[config.mk]
export PLATFORM = sky130hd
export DESIGN_NAME = apb_master_bridge
export DESIGN_NICKNAME = d
export VERILOG_FILES = /design/src/rtl/apb_pkg.sv /design/src/rtl/apb_slv_decode.sv /design/src/rtl/apb_master_bridge.sv
export SDC_FILE = /design/constraint.sdc
export NUM_CORES = 1
export LEC_CHECK = 0
export CELL_PAD_IN_SITES_DETAIL_PLACEMENT = 0
export CELL_PAD_IN_SITES_GLOBAL_PLACEMENT = 1
export CORE_MARGIN = 2
export CORE_UTILIZATION = 25
export CTS_CLUSTER_DIAMETER = 40
export DETAILED_ROUTE_END_ITERATION = 8
export MAX_ROUTING_LAYER = met4
export PLACE_DENSITY_LB_ADDON = 0.2
export SYNTH_ARGS = -nofsm -noshare
export SYNTH_HDL_FRONTEND = slang
export SYNTH_SLANG_ARGS = --single-unit
export TNS_END_PERCENT = 20
[constraint.sdc]
create_clock -name PCLK -period 1.6 [get_ports PCLK]
set_input_delay 0.16 -clock PCLK [delete_from_list [all_inputs] [get_ports PCLK]]
set_output_delay 0.16 -clock PCLK [all_outputs]
set_load 0.05 [all_outputs]
[src/rtl/apb_pkg.sv]
// Shared APB definitions: initiator FSM encoding, the read-strobe value and the
// response error codes that other APB initiators/slaves reuse.
package apb_pkg;

    typedef enum logic [1:0] {
        ST_IDLE   = 2'd0,
        ST_SETUP  = 2'd1,
        ST_ACCESS = 2'd2,
        ST_RESP   = 2'd3
    } apb_state_e;

    // APB4 reads carry no byte strobes; replicate this bit to the strobe width.
    localparam logic STRB_READ = 1'b0;

    typedef enum logic [1:0] {
        ERR_NONE    = 2'd0,
        SLV_ERR     = 2'd1,
        DEC_ERR     = 2'd2,
        TIMEOUT_ERR = 2'd3
    } apb_err_e;

endpackage

[src/rtl/apb_slv_decode.sv]
// Combinational slave decoder: address -> one-hot PSEL vector, plus a flag when
// the slave-index field points past the last populated slave.
module apb_slv_decode #(
    parameter int ADDR_W  = 32,
    parameter int NUM_SLV = 4,
    parameter int SEL_LSB = 12,
    parameter int SEL_W   = 4
) (
    input  logic [ADDR_W-1:0]  addr_i,
    output logic [NUM_SLV-1:0] sel_o,
    output logic               decode_err_o
);

    logic [SEL_W-1:0] idx;
    logic             unused_addr;

    assign idx = addr_i[SEL_LSB +: SEL_W];
    // Only the index field matters here; the rest of the address is folded away.
    assign unused_addr = ^addr_i;

    always_comb begin
        sel_o = '0;
        for (int k = 0; k < NUM_SLV; k++) begin
            sel_o[k] = (idx == SEL_W'(k));
        end
    end

    assign decode_err_o = ~|sel_o;

endmodule

[src/rtl/apb_master_bridge.sv]
// APB4 initiator: accepts one core request at a time, decodes the target slave,
// runs SETUP/ACCESS with a bounded wait and returns a registered response.
module apb_master_bridge
    import apb_pkg::*;
#(
    parameter int ADDR_W      = 32,
    parameter int DATA_W      = 32,
    parameter int STRB_W      = DATA_W / 8,
    parameter int NUM_SLV     = 4,
    parameter int SEL_LSB     = 12,
    parameter int SEL_W       = 4,
    parameter int TIMEOUT_CYC = 255
) (
    input  logic                      PCLK,
    input  logic                      PRESETn,
    input  logic                      req_valid,
    output logic                      req_ready,
    input  logic [ADDR_W-1:0]         req_addr,
    input  logic                      req_write,
    input  logic [DATA_W-1:0]         req_wdata,
    input  logic [STRB_W-1:0]         req_strb,
    output logic                      rsp_valid,
    input  logic                      rsp_ready,
    output logic [DATA_W-1:0]         rsp_rdata,
    output logic                      rsp_err,
    output logic [ADDR_W-1:0]         PADDR,
    output logic                      PWRITE,
    output logic [DATA_W-1:0]         PWDATA,
    output logic [STRB_W-1:0]         PSTRB,
    output logic [NUM_SLV-1:0]        PSEL,
    output logic                      PENABLE,
    input  logic [NUM_SLV*DATA_W-1:0] PRDATA,
    input  logic [NUM_SLV-1:0]        PREADY,
    input  logic [NUM_SLV-1:0]        PSLVERR
);

    localparam int               CNT_W    = $clog2(TIMEOUT_CYC + 1);
    localparam logic [CNT_W-1:0] CNT_LAST = CNT_W'(TIMEOUT_CYC - 1);
    localparam logic [CNT_W-1:0] CNT_MAX  = CNT_W'(TIMEOUT_CYC);

    apb_state_e          state_q, state_d;
    logic                ready_q;
    logic [ADDR_W-1:0]   paddr_q, paddr_d;
    logic                pwrite_q, pwrite_d;
    logic [DATA_W-1:0]   pwdata_q, pwdata_d;
    logic [STRB_W-1:0]   pstrb_q, pstrb_d;
    logic [NUM_SLV-1:0]  psel_q, psel_d;
    logic                penable_q, penable_d;
    logic                valid_q, valid_d;
    logic [DATA_W-1:0]   rdata_q, rdata_d;
    apb_err_e            err_q, err_d;
    logic [CNT_W-1:0]    cnt_q, cnt_d;

    logic [NUM_SLV-1:0]  dec_sel;
    logic                dec_err;
    logic                accept;
    logic                slv_ready;
    logic                slv_err;
    logic                expired;
    logic [DATA_W-1:0]   slv_rdata;

    apb_slv_decode #(
        .ADDR_W  (ADDR_W),
        .NUM_SLV (NUM_SLV),
        .SEL_LSB (SEL_LSB),
        .SEL_W   (SEL_W)
    ) u_decode (
        .addr_i       (req_addr),
        .sel_o        (dec_sel),
        .decode_err_o (dec_err)
    );

    assign accept    = req_valid & ready_q;
    // The latched one-hot select masks away every non-selected slave.
    assign slv_ready = |(PREADY & psel_q);
    assign slv_err   = |(PSLVERR & psel_q);
    assign expired   = (cnt_q == CNT_LAST);

    always_comb begin
        slv_rdata = '0;
        for (int k = 0; k < NUM_SLV; k++) begin
            slv_rdata = slv_rdata | (PRDATA[k*DATA_W +: DATA_W] & {DATA_W{psel_q[k]}});
        end
    end

    // NOTE: sequential state uses non-blocking assignments so every register samples pre-edge values.
    always_ff @(posedge PCLK or negedge PRESETn) begin
        if (!PRESETn) state_q <= ST_IDLE;
        else          state_q <= state_d;
    end

    always_comb begin
        state_d = state_q;
        case (state_q)
            ST_IDLE:   if (accept) state_d = dec_err ? ST_RESP : ST_SETUP;
            ST_SETUP:  state_d = ST_ACCESS;
            ST_ACCESS: if (slv_ready || expired) state_d = ST_RESP;
            ST_RESP:   if (rsp_ready) state_d = ST_IDLE;
            default:   state_d = ST_IDLE;
        endcase
    end

    // NOTE: every always_comb output starts from a hold default so no path infers a latch.
    always_comb begin
        paddr_d   = paddr_q;
        pwrite_d  = pwrite_q;
        pwdata_d  = pwdata_q;
        pstrb_d   = pstrb_q;
        psel_d    = psel_q;
        penable_d = penable_q;
        valid_d   = valid_q;
        rdata_d   = rdata_q;
        err_d     = err_q;
        cnt_d     = cnt_q;
        case (state_q)
            ST_IDLE: begin
                if (accept) begin
                    paddr_d  = req_addr;
                    pwrite_d = req_write;
                    pwdata_d = req_wdata;
                    pstrb_d  = req_write ? req_strb : {STRB_W{STRB_READ}};
                    cnt_d    = '0;
                    if (dec_err) begin
                        valid_d = 1'b1;
                        rdata_d = '0;
                        err_d   = DEC_ERR;
                    end else begin
                        psel_d  = dec_sel;
                    end
                end
            end
            ST_SETUP: penable_d = 1'b1;
            ST_ACCESS: begin
                if (slv_ready) begin
                    psel_d    = '0;
                    penable_d = 1'b0;
                    valid_d   = 1'b1;
                    rdata_d   = pwrite_q ? '0 : slv_rdata;
                    err_d     = slv_err ? SLV_ERR : ERR_NONE;
                end else if (expired) begin
                    psel_d    = '0;
                    penable_d = 1'b0;
                    valid_d   = 1'b1;
                    rdata_d   = '0;
                    err_d     = TIMEOUT_ERR;
                end else if (cnt_q != CNT_MAX) begin
                    cnt_d = cnt_q + CNT_W'(1);
                end
            end
            ST_RESP: if (rsp_ready) valid_d = 1'b0;
            default: ;
        endcase
    end

    always_ff @(posedge PCLK or negedge PRESETn) begin
        if (!PRESETn) begin
            ready_q   <= 1'b0;
            paddr_q   <= '0;
            pwrite_q  <= 1'b0;
            pwdata_q  <= '0;
            pstrb_q   <= '0;
            psel_q    <= '0;
            penable_q <= 1'b0;
            valid_q   <= 1'b0;
            rdata_q   <= '0;
            err_q     <= ERR_NONE;
            cnt_q     <= '0;
        end else begin
            ready_q   <= (state_d == ST_IDLE);
            paddr_q   <= paddr_d;
            pwrite_q  <= pwrite_d;
            pwdata_q  <= pwdata_d;
            pstrb_q   <= pstrb_d;
            psel_q    <= psel_d;
            penable_q <= penable_d;
            valid_q   <= valid_d;
            rdata_q   <= rdata_d;
            err_q     <= err_d;
            cnt_q     <= cnt_d;
        end
    end

    assign req_ready = ready_q;
    assign PADDR     = paddr_q;
    assign PWRITE    = pwrite_q;
    assign PWDATA    = pwdata_q;
    assign PSTRB     = pstrb_q;
    assign PSEL      = psel_q;
    assign PENABLE   = penable_q;
    assign rsp_valid = valid_q;
    assign rsp_rdata = rdata_q;
    assign rsp_err   = (err_q != ERR_NONE);

endmodule

# [Word-level counts from Yosys, hierarchy flattened]
# Cells that the tools add are included.
[totals] reg_bits=120 inputBits=209 output_inout_bits=109
[op_classes] add_sub_neg=1 eq_ne=16 muxes=37 bitwise=10 n_reduce_logical=17
[ops] operator="$mux 32" count=5
[ops] operator="$and 32x32->32" count=4
[ops] operator="$or 32x32->32" count=3
[ops] operator="$pmux 32 s2" count=1
[ops] operator="$mux 8" count=4
[ops] operator="$mux 4" count=5
[ops] operator="$mux 2" count=8
[ops] operator="$pmux 8 s2" count=1
[ops] operator="$ne 2x2->1 const B" count=6
[ops] operator="$reduce_or 4->1" count=3
[ops] operator="$reduce_and 5->1" count=2
[ops] operator="$add 8x1->8 const B" count=1
[ops] operator="$and 4x4->4" count=2
[ops] operator="$eq 4x2->1 const B" count=2
[ops] operator="$eq 8x8->1 const B" count=1
[ops] operator="$mux 1" count=8
[ops] operator="$ne 8x8->1 const B" count=1
[ops] operator="$pmux 2 s4" count=1
[ops] operator="$pmux 4 s2" count=1
[ops] operator="$reduce_and 4->1" count=2
[ops] operator="$reduce_bool 2->1" count=3
[ops] operator="$eq 2x2->1 const B" count=2
[ops] operator="$eq 4x1->1 const B" count=1
[ops] operator="$logic_not 2->1" count=2
[ops] operator="11 further kinds" count=12

# [Depth between registers and ports, before layout]
# Gate-level depths: netlist of the first run.
[logic_depth] word_depth=7 depth_mapped=8

# [Cells and area by module]
# From an unflattened synthesis of the first run, not the netlist that was laid out.
[unflattened] hier_cells=557 area_unflattened_um2=5418.9
[by_module_without_submodules] module="apb_master_bridge" instances=1 cells_each=552 area_per_inst_um2=5376.4
[by_module_without_submodules] module="apb_slv_decode" instances=1 cells_each=5 area_per_inst_um2=42.5

# [Least setup slack after synthesis of the first run]
# No wires, ideal clock.
[synth_path] path_type="register to register" startpoint="register psel_q[1] (netlist: PSEL[1])" endpoint="register rdata_q[15] (netlist: rsp_rdata[15])" setup_time_ns=0.081 arrival_time_ns=1.938 required_time_ns=1.519 slack_ns=-0.419 stages_incl_launch_ff=9 n_path_buf=4 cell_sequence="dfrtp_1 > buf_2 > a22oi_2 > and2_4 > buf_6 > or3_1 > buf_2 > buf_6 > o22ai_2"
[synth_between] elab_chain_len=7 word_cells_on_any_way=11 classes_between="eq/ne (1); mux (3); bitwise (5); reduce/logical (2)"
[synth_rtl] item="from (decl)" line="apb_master_bridge.sv:47" rtl="logic [NUM_SLV-1:0] psel_q, psel_d;"
[synth_rtl] item="from (signal assigned)" line="apb_master_bridge.sv:174" rtl="psel_q <= psel_d;"
[synth_rtl] item="$and 32x32->32" line="apb_master_bridge.sv:82" rtl="slv_rdata = slv_rdata | (PRDATA[k*DATA_W +: DATA_W] & {DATA_W{psel_q[k]}});"
[synth_rtl] item="$or 32x32->32 (3 in a row)" line="apb_master_bridge.sv:82"
[synth_rtl] item="$mux 32" line="apb_master_bridge.sv:138" rtl="rdata_d = pwrite_q ? '0 : slv_rdata;"
[synth_rtl] item="$mux 32" line="apb_master_bridge.sv:134" rtl="if (slv_ready) begin"
[synth_rtl] item="$pmux 32 s2" line="apb_master_bridge.sv:115" rtl="case (state_q)"
[synth_rtl] item="to (signal assigned)" line="apb_master_bridge.sv:177" rtl="rdata_q <= rdata_d;"
[synth_rtl] item="to (decl)" line="apb_master_bridge.sv:50" rtl="logic [DATA_W-1:0] rdata_q, rdata_d;"
# Parallel ways exist; a longest one is shown, timed or not.
# A chain may end at the register's enable or synchronous reset.

# [Final worst setup path of the first run]
[layout_path] startpoint="register state_q[0]" endpoint="register cnt_q[7]"
[layout_between] elab_chain_len=3 word_cells_on_any_way=9 classes_between="eq/ne (5); mux (1); reduce/logical (3)"
[layout_rtl] item="from (decl)" line="apb_master_bridge.sv:41" rtl="apb_state_e state_q, state_d;"
[layout_rtl] item="from (signal assigned)" line="apb_master_bridge.sv:89" rtl="else state_q <= state_d;"
[layout_rtl] item="$eq 2x2->1 or $logic_not 2->1 (tied branches)" line="apb_master_bridge.sv:115"
[layout_rtl] item="$ne 2x2->1 (no line) or $reduce_bool 2->1 (tied branches)"
[layout_rtl] item="$reduce_and 5->1 (no line)"
[layout_rtl] item="to (signal assigned)" line="apb_master_bridge.sv:179" rtl="cnt_q <= cnt_d;"
[layout_rtl] item="to (decl)" line="apb_master_bridge.sv:52" rtl="logic [CNT_W-1:0] cnt_q, cnt_d;"
# Parallel ways exist; a longest one is shown, timed or not.

==> flow_summary.ini, run 1 <==
[status]
status = finished, final reports clean

[route]
viasPerCell = 4.65
drc = 0
drtIter0Drc = 285
wl_um = 22400
via_count = 5930
ant_nets = 0
drt_first_pass_iters = 4
wl_per_cell_um = 17.6

[placed_design]
dp_hpwl_um = 16000
detailed_place.area_sq_um = 9510
io_buffers = 317
place_congestion = 0.789

[global_routing]
grt_start_max_net_pins = 40
grt_pass1_wl_um = 33500
track_usage = 0.184
grt_antenna_before_repair = 0
grt_pass1_vias = 6052
gr-total-overflow = 0

[final_layout]
mostFrequentLayoutCells = nand2_1 (253), clkdlybuf4s50_1 (207), buf_4 (158), dfrtp_1 (114), a22o_1 (32)
final_nets = 1187
drive_gt1_frac = 0.287
multi_input_area_sq_um = 2610
area_growth_pct = 82.7
antenna_cells = 0
layout_commonest_cell = nand2_1
post-route-cell-area_sq_um = 10500
seqCellArea_sq_um = 3010
fill_cells = 2152

[setup_path]
end_kind = register
required_ns = 1.95
cp_slowest_stage_delay_ns = 0.45
arrival_ns = 1.94
crit_path_cell_trace = buf_4 > nand4b_1 > or4_1 > o31ai_2 > a31o_2
critPathMaxFanout = 5
r2r_cells = 5
crit_path_start_kind = register
path_class = reg2reg
cp_slowest_cell = dfrtp_2

[logic_synthesis]
async_reset_ff_frac = 1.00
avgSynthCellArea_sq_um = 9.43
synth-seq-cells = 120
synth_edf_count = 0
synth.distinct_cells = 47
synth_ff_type = dfrtp_1
ys_warn_count = 0
synth_seq_area_share = 0.524
syn_area_sq_um = 5730
synth_nets = 819
synthCells = 608

[clock_network]
cts_max_level = 4
clock_sinks = 120
cts.reportedPaths.clkPinSlew_ns = 0.06
ctsRootBufferMaster = clkbuf_16
clk_latency_ns = 0.42
cts_made_buffers = 17
clk_path_buf_depth = 2
cts_tree = built

[die]
core_sq_um = 22600
initial_core_util = 0.254
die_h_um = 155
dieArea_sq_um = 24100
num_rows = 55
die_w_um = 155
io_pins = 318

[timing]
final.min_clock_period_ns = 1.59
finalSetupViolations = 0
slew_violations = 0
rsz0062_at_grt = yes
max_clock_freq_mhz = 628
post-route-period-util = 0.996
finClkSkew_ns = 0.00860
final-hold-violation-count = 0
worst_slew_pin_slew_ns = 0.513
relSlewSlack = 0.658
holdWs_ns = 0.217

[min_path]
hp-class = in2async

[power]
p_leak_nw = 4.90
p_total_w = 0.00757
p_per_area_nw_per_um2 = 723
vdd_ir_drop_max_v = 0.000654

[flow_run]
max_cap_viol_count = 0
[cells in the mapped netlist, types with 2 or more instances]
master      n  area [sq um]
nand4_1     4          25.0
o32ai_1     3          26.3
inv_1       4          15.0
nand4b_1    2          17.5
a31o_2      2          17.5
nor2_1     12          45.0
nor3b_1     2          15.0
dfrtp_1   120          3000
o22ai_2    30           375
buf_4       4          30.0
o211ai_1    4          30.0
nand2_1   253           950
buf_1       4          15.0
nor4_1      3          18.8
o22ai_1     2          12.5
a21oi_1     7          35.0
a221oi_1   32           280
a21o_1      2          15.0
buf_2      10          50.1
o21ai_0     7          35.0
a22oi_1     4          30.0
ha_1        2          25.0
clkbuf_1   27           101
nand3_1     9          45.0
and4b_1     2          20.0
buf_6       4          45.0
a22o_1     32           280
or2_2       2          12.5
[state kept, by name, indices dropped and copies added (netlist names), 2 cells and up]
| name | cells |
|---|---|
| cnt_q | 8 |
| rsp_rdata | 32 |
| PSEL | 4 |
| PWDATA | 32 |
| PADDR | 32 |
| err_q | 2 |
| PSTRB | 4 |
| state_q | 2 |
[where the power goes]
| part | switching, W | total, W | leakage, nW | internal [W] |
|---|---|---|---|---|
| Clock | 0.00158 | 0.00392 | 0.283 | 0.00234 |
| Sequential | 0 | 0.00303 | 1.63 | 0.00303 |
| Combinational | 0.000154 | 0.000618 | 2.99 | 0.000464 |
| Total | 0.00174 | 0.00757 | 4.90 | 0.00584 |
[metrics by stage]
| step | setup TNS [ns] | utilization | setup WS [ns] | cells |
|---|---|---|---|---|
| 3_5_place_dp | -11.99 | 0.421 | -0.257 | 1226 |
| 6_report | 0 | 0.464 | 0.00693 | 1274 |
| 5_1_grt | -0.148 | 0.464 | -0.0712 | 1274 |
| 3_3_place_gp | -11.24 | 0.421 | -0.225 | 1226 |
| 2_1_floorplan | -10.58 | - | -0.232 | 608 |
| 4_1_cts | -0.0539 | 0.460 | -0.00799 | 1270 |
[timing repair]
item | CTS | global route
resized for setup | 17 | 18
buffers inserted | 8 | 3
gates cloned | 4 | 2
hold endpoints to repair | 29 | 0
setup endpoints to repair | 35 | 79
hold buffers | 1 | 0
pin swaps | 5 | 6
[critical path: cells and delay by family, from the launching register on]
family | cells | cell delay (ns)
and+or+nand+nor | 2 | 0.59
buffers and inverters | 1 | 0.16
DFF | 1 | 0.45
AOI/OAI and AO/OA | 2 | 0.34
[final timing paths]
check / end / slack, ns / from
setup / recovery: cnt_q[7] / 0.007 / state_q[0]
hold / removal: PENABLE / 0.22 / PRESETn
setup reg to reg: cnt_q[7] / 0.007 / state_q[0]
hold reg to reg: PWDATA[9] / 0.47 / PWDATA[9]
max in group asynchronous: rsp_rdata[8] / 0.74 / PRESETn
min in group PCLK: PADDR[4] / 0.27 / req_addr[4]
[kinds of logic (layout without fill, tap and decap cells)]
family,count (synthesis),count (layout),share of synthesized area
adders and majority gates,2,2,0.00437
AOI/OAI and AO/OA,132,132,0.210
and+or+nand+nor,300,300,0.215
DFF,120,120,0.524
muxes,1,1,0.00175
buffers and inverters,53,434,0.0448
[metal layers]
metal | share of wire | global-route usage | wire [um]
met2 | 0.47 | 0.295 | 10500
met1 | 0.44 | 0.230 | 9930
met4 | 0.011 | 0.0476 | 252
met3 | 0.078 | 0.0529 | 1760
met5 | 0 | - | 0
[layout make-up]
| type | instances | area share |
|---|---|---|
| clock buffer | 18 | 0.0410 |
| tap | 285 | 0.0341 |
| timing repair buffer | 398 | 0.371 |
| clock inverter | 14 | 0.0155 |
| multi-input combinational | 435 | 0.250 |
| inverter | 4 | 0.00143 |
| sequential | 120 | 0.288 |
(Power assumes the default switching activity.)
==> inputs of run 2 (changes only) <==
- SETUP_SLACK_MARGIN: default -> 0.2
==> run 2 against run 1 <==
Register-to-register slack about the same. Total power up 0.32%. Critical endpoint is now rsp_rdata[26]. Critical path type unchanged. The flow now finishes with violations (negative setup slack). Maximum frequency down 0.57%. Critical path depth up 3. Cell count up 0.55%. Flip-flop and latch count unchanged. Non-clock buffer count up 7. Utilization up 2.3 points. Highest routed layer unchanged.
==> flow_summary.ini, run 2 (same netlist as run 1, synthesis figures left out) <==
[status]
status = finished, violations left
violations = negative setup slack

[setup_path]
crit_path_start_kind = register
end_kind = register
timing.rr.end = rsp_rdata[26]
crit_path_start = PSEL[2]
required_ns = 1.88
reg2reg_from = PSEL[2]
r2r_setup_slack_ns = -0.002
endpoint = rsp_rdata[26]
critPathMaxFanout = 8
path_class = reg2reg
arrival_ns = 1.88
r2r_cells = 8

[placed_design]
dp_hpwl_um = 16000
io_buffers = 317
place_congestion = 0.789
placed_cells = 1226

[flow_run]
max_cap_viol_count = 0

[final_layout]
final_nets = 1194
final_cells = 1281
antenna_cells = 0
fill_cells = 2121
drive_gt1_frac = 0.374
mostFrequentLayoutCells = clkdlybuf4s50_1 (207), nand2_1 (181), buf_4 (151), dfrtp_1 (113), nand2_2 (66)
area_growth_pct = 91.8
layout_commonest_cell = clkdlybuf4s50_1
fin_util = 0.487

[global_routing]
grt_start_max_net_pins = 40
grt_pass1_wl_um = 34000
grt_pass1_vias = 6107
track_usage = 0.187
grt_antenna_before_repair = 0
gr-total-overflow = 0
met3_usage = 0.0538
use_met2 = 0.307
grtUsageMet1 = 0.229
gr-max-usage-layer = met2

[route]
drt_first_pass_iters = 4
wl_per_cell_um = 17.9
viasPerCell = 4.68
drtIter0Drc = 263
ant_nets = 0
via_count = 5997
wl_um = 23000
drc = 0

[timing]
relSlewSlack = 0.652
post-route-period-util = 1.00
rsz0062_at_grt = yes
final.min_clock_period_ns = 1.60
finalSetupTns_ns = -0.00221
finClkSkew_ns = 0.0109
finalSetupViolations = 1
holdWs_ns = 0.219
worst_slew_pin_slew_ns = 0.523
max_clock_freq_mhz = 624
slew_violations = 0
setup_ws_ns = -0.00221
final-hold-violation-count = 0

[clock_network]
cts_tree = built
clk_path_buf_depth = 2
cts_made_buffers = 17
ctsRootBufferMaster = clkbuf_16
cts_max_level = 4
cts.reportedPaths.clkPinSlew_ns = 0.07
clk_latency_ns = 0.42
clock_sinks = 120

[min_path]
hp-class = in2async

[die]
die_w_um = 155
die_h_um = 155
num_rows = 55
initial_core_util = 0.254
io_pins = 318
dieArea_sq_um = 24100
core_sq_um = 22600

[power]
p_per_area_nw_per_um2 = 691
p_leak_nw = 5.11
vdd_ir_drop_max_v = 0.000652
run 2: final cells by class:
type                            instances  area, sq um  area share
Clock buffer                           18          429      0.0391
Multi-Input combinational cell        435         2900       0.264
Clock inverter                         14          163      0.0148
Tap cell                              285          357      0.0324
Sequential cell                       120         3010       0.274
Timing Repair Buffer                  405         4110       0.374
Inverter                                4         15.0     0.00137
run 2: metrics by stage:
step | total power [W] | worst slack, ns | cell area (sq um)
4_1_cts | 0.00770 | -0.0220 | 10800
6_report | 0.00759 | -0.00221 | 11000
5_1_grt | 0.00788 | -0.0712 | 11000
2_1_floorplan | 0.00310 | -0.232 | 5760
3_5_place_dp | 0.00371 | -0.257 | 9510
3_3_place_gp | 0.00371 | -0.225 | 9510
run 2: worst max-delay path, stage by stage, from the launching register on:
cell and delay, ns:
dfrtp_2 0.40, a22oi_2 0.09, and2_4 0.17, buf_6 0.13
a21oi_4 0.23, buf_12 0.15, buf_12 0.09, buf_16 0.13
o22ai_2 0.06
run 2: how the worst min path moves through the flow:
stage,endpoint,start,depth (start not counted),slack [ns]
floorplan,PADDR[0],PRESETn,0,-0.14
global placement,PSEL[2],PRESETn,1,0.10
detailed placement,PENABLE,PRESETn,1,0.1
CTS,PADDR[7],PRESETn,2,0.23
global route,PADDR[2],PRESETn,2,0.26
finish,PADDR[0],PRESETn,2,0.22
run 2: layer usage:
layer  vias up  routed length (um)  share of wire
li1       2889                   -              -
met5         -                   0              0
met3        15                1800          0.078
met2       241               11100           0.48
met1      2852                9870           0.43
met4         0                 209         0.0091
run 2: what timing repair did:
item / CTS / global route
cloned: 6 / 3
gates resized for setup: 121 / 29
endpoints found under the setup margin: 118 / 121
buffers inserted: 9 / 4
hold buffers: 1 / 0
pin swaps: 120 / 38
hold endpoints to repair: 29 / 0
run 2: power by group:
part / switching, W / leakage (nW) / internal (W) / total (W)
logic: 0.000173 / 3.19 / 0.000465 / 0.000638
clock network: 0.00159 / 0.283 / 0.00234 / 0.00392
registers: 0 / 1.63 / 0.00303 / 0.00303
